<file path="config.mk">
export PLATFORM = sky130hd
export DESIGN_NAME = controle_multiciclo
export DESIGN_NICKNAME = d
export VERILOG_FILES = /design/src/rtl/controle_multiciclo.sv
export SDC_FILE = /design/constraint.sdc
export NUM_CORES = 1
export LEC_CHECK = 0
export ABC_AREA = 1
export CORE_MARGIN = 2
export CORE_UTILIZATION = 28
export DETAILED_ROUTE_END_ITERATION = 7
export GPL_TIMING_DRIVEN = 0
export SYNTH_ARGS = -nofsm -noshare
export SYNTH_HDL_FRONTEND = slang
export SYNTH_SLANG_ARGS = --single-unit
</file>
<file path="constraint.sdc">
create_clock -name clk -period 1.8 [get_ports clk]
set_clock_uncertainty 0.05 [all_clocks]
set_input_delay 0.18 -clock clk [delete_from_list [all_inputs] [get_ports clk]]
set_output_delay 0.18 -clock clk [all_outputs]
set_load 0.03 [all_outputs]
</file>
<file path="src/rtl/controle_multiciclo.sv">
// Multicycle MIPS control FSM: sequences the shared datapath one micro-step
// per clock, stalls on memory ready, counts retired instructions.
module controle_multiciclo (
  input  logic        clk,
  input  logic        reset,
  input  logic [5:0]  opcode,
  input  logic        zero,
  input  logic        mem_ready,
  output logic        pc_en,
  output logic        ir_write,
  output logic        iord,
  output logic        mem_write,
  output logic        reg_dst,
  output logic        mem_to_reg,
  output logic        reg_write,
  output logic        alu_src_a,
  output logic [1:0]  alu_src_b,
  output logic [1:0]  alu_op,
  output logic [1:0]  pc_src,
  output logic        illegal_op,
  output logic [3:0]  state,
  output logic [31:0] instr_count
);

  localparam logic [5:0] OP_RTYPE = 6'h00;
  localparam logic [5:0] OP_LW    = 6'h23;
  localparam logic [5:0] OP_SW    = 6'h2B;
  localparam logic [5:0] OP_BEQ   = 6'h04;
  localparam logic [5:0] OP_BNE   = 6'h05;
  localparam logic [5:0] OP_ADDI  = 6'h08;
  localparam logic [5:0] OP_J     = 6'h02;

  localparam logic [3:0] FETCH    = 4'd0;
  localparam logic [3:0] DECODE   = 4'd1;
  localparam logic [3:0] MEMADR   = 4'd2;
  localparam logic [3:0] MEMREAD  = 4'd3;
  localparam logic [3:0] MEMWB    = 4'd4;
  localparam logic [3:0] MEMWRITE = 4'd5;
  localparam logic [3:0] EXECUTE  = 4'd6;
  localparam logic [3:0] ALUWB    = 4'd7;
  localparam logic [3:0] BRANCH   = 4'd8;
  localparam logic [3:0] ADDIEXEC = 4'd9;
  localparam logic [3:0] ADDIWB   = 4'd10;
  localparam logic [3:0] JUMP     = 4'd11;

  logic [3:0] nxt;
  logic       pc_en_c;
  logic       ir_write_c;
  logic       mem_write_c;
  logic       reg_write_c;
  logic       bad_op;
  logic       retire;

  always_comb begin
    nxt         = FETCH;
    pc_en_c     = 1'b0;
    ir_write_c  = 1'b0;
    mem_write_c = 1'b0;
    reg_write_c = 1'b0;
    iord        = 1'b0;
    reg_dst     = 1'b0;
    mem_to_reg  = 1'b0;
    alu_src_a   = 1'b0;
    alu_src_b   = 2'b00;
    alu_op      = 2'b00;
    pc_src      = 2'b00;
    bad_op      = 1'b0;
    retire      = 1'b0;
    case (state)
      FETCH: begin
        alu_src_b = 2'b01;
        if (mem_ready) begin
          ir_write_c = 1'b1;
          pc_en_c    = 1'b1;
          nxt        = DECODE;
        end else begin
          nxt = FETCH;
        end
      end
      DECODE: begin
        alu_src_b = 2'b11;
        case (opcode)
          OP_LW, OP_SW:   nxt = MEMADR;
          OP_RTYPE:       nxt = EXECUTE;
          OP_BEQ, OP_BNE: nxt = BRANCH;
          OP_ADDI:        nxt = ADDIEXEC;
          OP_J:           nxt = JUMP;
          default:        bad_op = 1'b1;
        endcase
      end
      MEMADR: begin
        alu_src_a = 1'b1;
        alu_src_b = 2'b10;
        nxt = (opcode == OP_LW) ? MEMREAD : MEMWRITE;
      end
      MEMREAD: begin
        iord = 1'b1;
        nxt  = mem_ready ? MEMWB : MEMREAD;
      end
      MEMWB: begin
        mem_to_reg  = 1'b1;
        reg_write_c = 1'b1;
        retire      = 1'b1;
      end
      MEMWRITE: begin
        iord        = 1'b1;
        mem_write_c = 1'b1;
        retire      = 1'b1;
      end
      EXECUTE: begin
        alu_src_a = 1'b1;
        alu_op    = 2'b10;
        nxt       = ALUWB;
      end
      ALUWB: begin
        reg_dst     = 1'b1;
        reg_write_c = 1'b1;
        retire      = 1'b1;
      end
      BRANCH: begin
        alu_src_a = 1'b1;
        alu_op    = 2'b01;
        pc_src    = 2'b01;
        pc_en_c   = (opcode == OP_BNE) ? ~zero : zero;
        retire    = 1'b1;
      end
      ADDIEXEC: begin
        alu_src_a = 1'b1;
        alu_src_b = 2'b10;
        nxt       = ADDIWB;
      end
      ADDIWB: begin
        reg_write_c = 1'b1;
        retire      = 1'b1;
      end
      JUMP: begin
        pc_src  = 2'b10;
        pc_en_c = 1'b1;
        retire  = 1'b1;
      end
      default: nxt = FETCH;
    endcase
  end

  // write strobes are suppressed while reset is held
  assign pc_en     = pc_en_c & ~reset;
  assign ir_write  = ir_write_c & ~reset;
  assign mem_write = mem_write_c & ~reset;
  assign reg_write = reg_write_c & ~reset;

  always_ff @(posedge clk) begin
    if (reset) begin
      state       <= FETCH;
      instr_count <= 32'd0;
      illegal_op  <= 1'b0;
    end else begin
      state      <= nxt;
      illegal_op <= bad_op;
      if (retire) instr_count <= instr_count + 32'd1;
    end
  end

endmodule

</file>
==> run metrics, run 1 <==
number of filler cells placed in the layout=943; Synth Area per Inst=5.796 um^2; die height=98.02 um; Sequential Area=753.2 um^2; Horiz. Die Dim=98.02 um; met2 wirelength from detailed routing=3506 um; share of synthesized cell area in and, or, nand and nor gates=48.08%; flops & latches, synth=37; global-route total usage across every layer=15.47%; count of final max-slew check failures=0; Crit Path Class=input pin to output pin; grt total ovfl=0; Final TNS setup=0 ns; Site Rows=34; adder and majority cell fraction of the synthesized area=0.5056%; combinational family with the most area after synthesis=simple AND/OR/NAND/NOR gates; library cell with the largest summed area after synthesis=sky130_fd_sc_hd__dfxtp_1; area used by multi-input combinational logic=1513 um^2; Reg2Reg Launch Point=instr_count[0]; headroom to the max-slew limit=63.53%; power per standard cell area=539.2 nW/um^2; leakage power total=1.390 nW; final setup violation count=0; number of top-level pins=61; fin nets=505; transition time at the pin with the least slew margin=0.5470 ns; worst-path fanout max=3; setup repair after global routing missed its margin=yes; cells taking the most area after synthesis=sky130_fd_sc_hd__dfxtp_1, sky130_fd_sc_hd__nand2_1, sky130_fd_sc_hd__nor2_1, sky130_fd_sc_hd__inv_1, sky130_fd_sc_hd__nand3_1; end of the worst register-to-register path=instr_count[28]; detailed-route vias per instance=4.736; fraction of the mapped netlist area in compound gates=8.392%; pin count of the biggest net entering global routing=13; final weighted congestion in routability-driven placement=0.8922; area post-placement=3212 um^2; highest signal layer in the routed design=met4; post-DR wirelength/cell=12.14 um; CP max stage cell=sky130_fd_sc_hd__clkdlybuf4s50_1; run status=finished clean; detailed route wirelength on metal3=478 um; Max Freq=0.5707 GHz; Syn Inst Count=427; Max Cap Viol=0; global-route wire length before repair=12,430 um; Antenna Diode Count=0; vias in the first global route=2,762; Final ANT Viol Nets=0; antenna violations before repair=0; layout cells sized above 1=11.92%; flop-to-flop setup slack=0.15 ns; critical path startpoint category=input pin; kind of path behind the tightest hold check=input pin to flip-flop; count of distinct cell types in the synthesized netlist=27; worst-path cell chain=clkdlybuf4s50_1 -> inv_1 -> nor3_4 -> nand3_2 -> nand2_1 -> nand3_1 -> a21oi_2 -> buf_6; Buffers on Ports=59; depth of the most critical reg-to-reg path=9; mux contribution to synthesized area=0%; fraction of the yosys area taken by sequential cells=29.93%; timing endpoint of the critical path=pc_en; length of the first detailed-routing pass in iterations=4; routed metal-1 wirelength=3254 um; endpoint type of the worst setup path=output pin; Largest stage delay, worst path=0.48 ns; share of the synthesized netlist area taken by xor and xnor gates=0.3539%; final hold violation count=0; area added between synthesis and finish=37.92%; total number of yosys warnings=0; H-tree levels=2; post-route cell area=3413 um^2; CP arrival=1.52 ns; total half-perimeter wirelength after legalization and detailed placement=5652 um; Synthesized Nets=438; required time at the worst-slack endpoint=1.57 ns; Worst setup startpoint=opcode[2]; die area=9607 um^2; DRC violation count after routing=0; cell at the root of the clock tree=sky130_fd_sc_hd__clkbuf_8; violation count after the first detailed-routing iteration=140; fin crit period=1.752 ns; post-synthesis cell area=2475 um^2; worst vdd rail ir drop=0.2331 mV; maximum clock insertion buffer count=2; ratio of final minimum period to clock period=97.35%; Sink Count=37; number of buffers created by CTS=5; core area=8636 um^2; starting density of the core=28.66%; final worst hold slack=0.2098 ns; via count=2,856; latest clock arrival within the worst-skew pair=0.29 ns; Synth top area share=29.93%; clock slew at reported path FFs=0.08 ns; TritonCTS clock tree=yes; overall routed net length=7321 um
[flip-flops by register name, indices dropped and copies added (netlist names)]
name         cells
state            4
illegal_op       1
instr_count     32
[placed cells by master, fill, tap and decap left out, types with 4 or more instances in the layout]
cell	n
sky130_fd_sc_hd__nand2_2	5
sky130_fd_sc_hd__dfxtp_1	31
sky130_fd_sc_hd__nand4_1	20
sky130_fd_sc_hd__dfxtp_2	4
sky130_fd_sc_hd__buf_2	6
sky130_fd_sc_hd__clkdlybuf4s50_1	45
sky130_fd_sc_hd__o21ai_1	5
sky130_fd_sc_hd__nand3_1	41
sky130_fd_sc_hd__o21ai_0	6
sky130_fd_sc_hd__nor2_2	4
sky130_fd_sc_hd__clkbuf_2	4
sky130_fd_sc_hd__nor2_1	83
sky130_fd_sc_hd__clkbuf_8	5
sky130_fd_sc_hd__inv_1	64
sky130_fd_sc_hd__a21oi_1	21
sky130_fd_sc_hd__dlygate4sd2_1	6
sky130_fd_sc_hd__nand2_1	101
sky130_fd_sc_hd__nor2_4	9
[Yosys cell counts]
library cell               instances
sky130_fd_sc_hd__nand2_1         104
sky130_fd_sc_hd__nand3b_1          1
sky130_fd_sc_hd__nand2_2           4
sky130_fd_sc_hd__dfxtp_1          37
sky130_fd_sc_hd__clkbuf_1          3
sky130_fd_sc_hd__nand3_1          42
sky130_fd_sc_hd__a21oi_1          23
sky130_fd_sc_hd__nor2_1           87
sky130_fd_sc_hd__o22ai_1           2
sky130_fd_sc_hd__a31oi_1           1
sky130_fd_sc_hd__buf_1             1
sky130_fd_sc_hd__o21ai_1           5
sky130_fd_sc_hd__nand4_1          20
sky130_fd_sc_hd__buf_2             3
sky130_fd_sc_hd__buf_6             2
sky130_fd_sc_hd__inv_1            64
sky130_fd_sc_hd__nand3_4           1
sky130_fd_sc_hd__nor2_4            1
sky130_fd_sc_hd__xnor2_1           1
sky130_fd_sc_hd__nor3_1            4
sky130_fd_sc_hd__o21ai_0           6
sky130_fd_sc_hd__o21bai_4          1
sky130_fd_sc_hd__buf_4             2
sky130_fd_sc_hd__inv_2             2
sky130_fd_sc_hd__ha_1              1
sky130_fd_sc_hd__and2_1            1
sky130_fd_sc_hd__nor2_2            8
[where the power goes]
group | internal, W | switching [W] | leakage (nW)
clock | 0.000551 | 0.000316 | 0.0681
combinational | 0.0000563 | 0.0000919 | 1.02
sequential | 0.000820 | 0.00000596 | 0.302
[cells by family after synthesis]
| family | after synthesis |
|---|---|
| AO/OA/AOI/OAI | 38 |
| XOR/XNOR | 1 |
| adder cells (fa/ha/maj) | 1 |
| buffers and inverters | 77 |
| flip-flops | 37 |
| AND/OR/NAND/NOR | 273 |
[critical path, delay by kind of cell]
family,cells,cell delay (ns)
AND/OR/NAND/NOR,4,0.47
buffers and inverters,3,0.73
AO/OA/AOI/OAI,1,0.14
[worst min path at each step]
stage,cells past startpoint,start,slack [ns],end
finish,2,reset,0.21,state[1]
global route,2,reset,0.27,instr_count[8]
CTS,2,reset,0.22,state[1]
detailed placement,1,instr_count[0],0.46,instr_count[0]
global placement,4,instr_count[31],0.47,instr_count[31]
floorplan,4,mem_ready,0.34,state[2]
[per-stage QoR]
step                      total power [W]  util (%)  instances  setup WS [ns]
after floorplan                 0.0009296         -        427        0.04762
after global placement          0.0009877     37.19        594        -0.5858
after detailed placement        0.0009889     37.19        594        -0.5341
after CTS                        0.001862     39.31        602        0.01224
after global routing             0.001905     39.52        603       -0.06981
final                            0.001840     39.52        603        0.04773
[cell type report]
class | instances | share of cell area [%]
Multi-Input combinational cell | 313 | 44.32
Sequential cell | 37 | 22.07
Timing Repair Buffer | 60 | 16.46
Inverter | 66 | 7.258
Tap cell | 108 | 3.959
Clock buffer | 5 | 2.016
Buffer | 11 | 2.016
Clock inverter | 3 | 1.906
[layer usage]
| metal | GRT usage [%] | vias up |
|---|---|---|
| li1 | - | 1487 |
| met3 | 3.651 | 9 |
| met4 | 3.526 | 0 |
| met5 | 0 | - |
| met1 | 18.82 | 1273 |
| met2 | 27.61 | 87 |
[timing repair]
item / CTS / global route
pin swaps: 0 / 1
endpoints found under the setup margin: 20 / 24
setup buffers: 0 / 1
hold buffers: 0 / 0
resized for setup: 44 / 26
No activity file was read; power rests on OpenSTA's default activity.
==> inputs of run 2 (changes only) <==
CORE_UTILIZATION = 50   (was 28)
PLACE_DENSITY = 0.81   (was default)
TNS_END_PERCENT = 10   (was default)
==> run metrics, run 2 (synthesized netlist as in run 1, its figures left out) <==
run status=finished clean; total buffers and inverters traversed by the critical path=3; Util after Layout=69.45%; cell at the root of the clock tree=sky130_fd_sc_hd__clkbuf_8; post-DR wirelength/cell=12.54 um; detailed route wirelength on metal3=476 um; total half-perimeter wirelength after legalization and detailed placement=5202 um; vias in the first global route=2,585; TritonCTS clock tree=yes; H-tree levels=2; CP arrival=1.54 ns; area added between synthesis and finish=33.42%; Worst Hold Path Cells=2; total instance count after detailed placement=553; Largest Register=instr_count; area post-placement=3161 um^2; Largest stage delay, worst path=0.49 ns; worst-path cell chain=clkdlybuf4s50_1 -> inv_1 -> nor3_2 -> nand3_1 -> nand2_1 -> nand3_1 -> a21oi_2 -> buf_6; startpoint of the tightest hold check path=reset; Buffers on Ports=59; grt total ovfl=0; starting density of the core=52.05%; library cell appearing most often on the critical path=sky130_fd_sc_hd__nand3_1; routed metal-1 wirelength=2962 um; worst-path fanout max=3; critical path startpoint category=input pin; ratio of final minimum period to clock period=98.07%; CP max stage cell=sky130_fd_sc_hd__clkdlybuf4s50_1; post-route cell area=3302 um^2; overall routed net length=7046 um; most frequent cells in the layout=sky130_fd_sc_hd__nand2_1, sky130_fd_sc_hd__nor2_1, sky130_fd_sc_hd__inv_1; depth of the most critical reg-to-reg path=8; Antenna Diode Count=0; WHS Endpoint=state[1]; worst slack after detailed placement=-0.5283 ns; number of top-level pins=61; number of buffers created by CTS=5; fin nets=506; violation count after the first detailed-routing iteration=242; setup repair after global routing missed its margin=yes; Site Rows=25; kind of cell adding the most delay to the critical path=buffers and inverters; layout cells sized above 1=10.51%; smallest setup slack after layout=0.03475 ns; end of the worst register-to-register path=instr_count[25]; top flop regs=instr_count: 32 flops, state: 4 flops, illegal_op: 1 flops; transition time at the pin with the least slew margin=0.5879 ns; Sink Count=37; die height=74.36 um; Max Freq=0.5665 GHz; cts hold-fix bufs=0; Reg2Reg Launch Point=instr_count[3]; length of the first detailed-routing pass in iterations=6; detailed-route vias per instance=5.272; clock slew at reported path FFs=0.07 ns; max FFs per register=32; global-route wire length before repair=11,220 um; pin count of the biggest net entering global routing=11; Final ANT Viol Nets=0; latest clock arrival within the worst-skew pair=0.30 ns; endpoint type of the worst setup path=output pin; flop-to-flop setup slack=0.14 ns; Crit Path Class=input pin to output pin; final weighted congestion in routability-driven placement=0.8789; highest signal layer in the routed design=met4; DRC violation count after routing=0; core area=4755 um^2; Horiz. Die Dim=74.36 um; final setup violation count=0; count of final max-slew check failures=0; headroom to the max-slew limit=60.81%; final hold violation count=0; antenna violations before repair=0; global-route total usage across every layer=26.05%; kind of path behind the tightest hold check=input pin to flip-flop; leading cell type in the layout, fill and taps excluded=sky130_fd_sc_hd__nand2_1; leakage power total=1.354 nW; power per standard cell area=477.1 nW/um^2; via count=2,963; met2 wirelength from detailed routing=3474 um; Max Cap Viol=0; worst vdd rail ir drop=0.2770 mV; count of placed standard cells in the final layout, fillers left out=562; number of filler cells placed in the layout=460; maximum clock insertion buffer count=2; fin crit period=1.765 ns; required time at the worst-slack endpoint=1.57 ns; Critical Path Stages=8; die area=5529 um^2
## run 2: where the power goes
part | internal (W) | switching (W) | leakage, nW
clock | 0.000304 | 0.000299 | 0.0443
sequential | 0.000821 | 0.00000571 | 0.301
combinational | 0.0000551 | 0.0000910 | 1.01
total | 0.00118 | 0.000395 | 1.35
## run 2: how the worst max path moves through the flow
stage / start / end / slack (ns)
floorplan: instr_count[0] / instr_count[28] / 0.05
detailed placement: opcode[3] / pc_en / -0.53
global route: opcode[2] / pc_en / -0.06
global placement: opcode[3] / pc_en / -0.54
CTS: opcode[3] / pc_en / -0.24
finish: opcode[2] / pc_en / 0.03
## run 2: repair_timing
| action | in CTS | in global routing |
|---|---|---|
| pin swaps | 0 | 3 |
| gates resized for setup | 28 | 27 |
| setup buffers | 0 | 2 |
| gates cloned | 0 | 0 |
| setup endpoints to repair | 18 | 24 |
## run 2: area by class of cell
cell class / instances / area (um^2) / area share [%]
inverters: 66 / 247.7 / 7.503
well taps: 67 / 83.83 / 2.539
repair buffers: 61 / 581.8 / 17.62
flip-flops and latches: 37 / 749.5 / 22.70
clock buffers: 7 / 86.33 / 2.615
plain buffers: 11 / 68.82 / 2.084
multi-input cells: 313 / 1484 / 44.94
## run 2: stage by stage
| step | hold WS, ns | setup TNS (ns) | power, W |
|---|---|---|---|
| floorplan | 0.3406 | 0 | 0.0009296 |
| global placement | 0.4539 | -1.078 | 0.0009863 |
| detailed placement | 0.4769 | -1.152 | 0.0009885 |
| CTS | 0.2043 | -0.3897 | 0.001569 |
| global route | 0.2701 | -0.05869 | 0.001624 |
| finish | 0.2020 | 0 | 0.001575 |
## run 2: per-layer routing
metal,vias to the layer above,GRT usage (%)
met5,-,0
li1,1488,-
met2,123,45.54
met1,1336,31.50
met3,16,5.014
met4,0,10.32
==> inputs of run 3 (changes only) <==
CTS_BUF_LIST = sky130_fd_sc_hd__clkbuf_16   (was default)
==> run metrics, run 3 (synthesized netlist as in run 1, its figures left out) <==
vias in the first global route=2,626; fin nets=506; top flop regs=instr_count: 32 flops, state: 4 flops, illegal_op: 1 flops; leading cell type in the layout, fill and taps excluded=sky130_fd_sc_hd__nand2_1; post-route cell area=3342 um^2; endpoint type of the worst setup path=output pin; detailed-route vias per instance=5.251; worst vdd rail ir drop=0.3449 mV; Largest Register=instr_count; maximum clock insertion buffer count=2; Max Freq=0.5658 GHz; Reg2Reg Launch Point=instr_count[4]; smallest setup slack after layout=0.03271 ns; global-route total usage across every layer=26.52%; Worst setup startpoint=opcode[2]; clock slew at reported path FFs=0.05 ns; cell at the root of the clock tree=sky130_fd_sc_hd__clkbuf_16; final weighted congestion in routability-driven placement=0.8789; H-tree levels=2; number of buffers created by CTS=5; critical path startpoint category=input pin; overall routed net length=7143 um; Horiz. Die Dim=74.36 um; most frequent cells in the layout=sky130_fd_sc_hd__nand2_1, sky130_fd_sc_hd__nor2_1, sky130_fd_sc_hd__inv_1; Buffers on Ports=59; leakage power total=1.379 nW; startpoint of the tightest hold check path=reset; area added between synthesis and finish=35.04%; area post-placement=3161 um^2; violation count after the first detailed-routing iteration=219; count of final max-slew check failures=0; Final ANT Viol Nets=0; length of the first detailed-routing pass in iterations=6; Antenna Diode Count=0; cts hold-fix bufs=0; Sink Count=37; transition time at the pin with the least slew margin=0.5710 ns; worst slack after detailed placement=-0.5283 ns; ratio of final minimum period to clock period=98.18%; run status=finished clean; number of filler cells placed in the layout=448; global-route wire length before repair=11,390 um; antenna violations before repair=0; final setup violation count=0; via count=2,951; die height=74.36 um; die area=5529 um^2; post-DR wirelength/cell=12.71 um; number of top-level pins=61; final hold violation count=0; layout cells sized above 1=10.30%; max FFs per register=32; setup repair after global routing missed its margin=yes; total half-perimeter wirelength after legalization and detailed placement=5202 um; flop-to-flop setup slack=0.11 ns; pin count of the biggest net entering global routing=11; TritonCTS clock tree=yes; Site Rows=25; fin crit period=1.767 ns; power per standard cell area=534.3 nW/um^2; core area=4755 um^2; Max Cap Viol=0; kind of path behind the tightest hold check=input pin to flip-flop; grt total ovfl=0; CP arrival=1.54 ns; DRC violation count after routing=0; worst-path fanout max=3; required time at the worst-slack endpoint=1.57 ns; headroom to the max-slew limit=61.93%; starting density of the core=52.05%; latest clock arrival within the worst-skew pair=0.28 ns; Crit Path Class=input pin to output pin
==> run 3: changes by cell type in the layout (fill, tap and decap cells not counted), sizes merged <==
cell,before,now
buf,14,12
clkdlybuf4s15,2,1
clkinv,0,1
dlygate4sd2,7,8
inv,66,67
==> run 3: final timing paths <==
kind,to,cells past startpoint
min reg2reg,instr_count[0],1
max,pc_en,8
max reg2reg,instr_count[25],8
min,state[1],2
==> run 3: repair_timing <==
| item | CTS | global route |
|---|---|---|
| setup buffers | 0 | 2 |
| pin swaps | 0 | 3 |
| gates resized for setup | 26 | 28 |
| setup endpoints to repair | 17 | 23 |
==> run 3: critical path, cell delays in order <==
cell and delay, ns:
sky130_fd_sc_hd__clkdlybuf4s50_1 0.49, sky130_fd_sc_hd__inv_1 0.09, sky130_fd_sc_hd__nor3_2 0.22, sky130_fd_sc_hd__nand3_1 0.12, sky130_fd_sc_hd__nand2_1 0.08, sky130_fd_sc_hd__nand3_1 0.07
sky130_fd_sc_hd__a21oi_2 0.14, sky130_fd_sc_hd__buf_6 0.15
==> run 3: layout make-up <==
class                           count  area [um^2]  share of cell area [%]
Multi-Input combinational cell    313         1484                   44.40
Sequential cell                    37        747.0                   22.35
Timing Repair Buffer               61        578.1                   17.30
Inverter                           66        247.7                   7.413
Clock buffer                        5        125.1                   3.744
Tap cell                           67        83.83                   2.508
Buffer                             11        68.82                   2.059
Clock inverter                      2        7.507                  0.2246
==> run 3: metal layers <==
metal  track usage, %  routed length, um  vias up
met1            31.22               2924     1314
li1                 -                  -     1488
met4            11.51                132        0
met2            47.32               3582      135
met5                0                  0        -
met3            4.472                502       14
==> run 3: stage by stage <==
step | power (W) | setup TNS (ns) | std cells | hold slack, ns | util (%)
2_1_floorplan | 0.0009296 | 0 | 427 | 0.3406 | -
3_3_place_gp | 0.0009863 | -1.078 | 553 | 0.4539 | 66.47
3_5_place_dp | 0.0009885 | -1.152 | 553 | 0.4769 | 66.47
4_1_cts | 0.001783 | -0.2751 | 560 | 0.2231 | 69.42
5_1_grt | 0.001839 | -0.05864 | 562 | 0.2848 | 70.29
6_report | 0.001786 | 0 | 562 | 0.2095 | 70.29
==> run 3: where the power goes <==
part	leakage [nW]	internal, W	total [W]	switching [W]
registers	0.301	0.000824	0.000829	0.00000561
clock network	0.0685	0.000495	0.000811	0.000316
logic	1.01	0.0000547	0.000145	0.0000908
total	1.38	0.00137	0.00179	0.000413
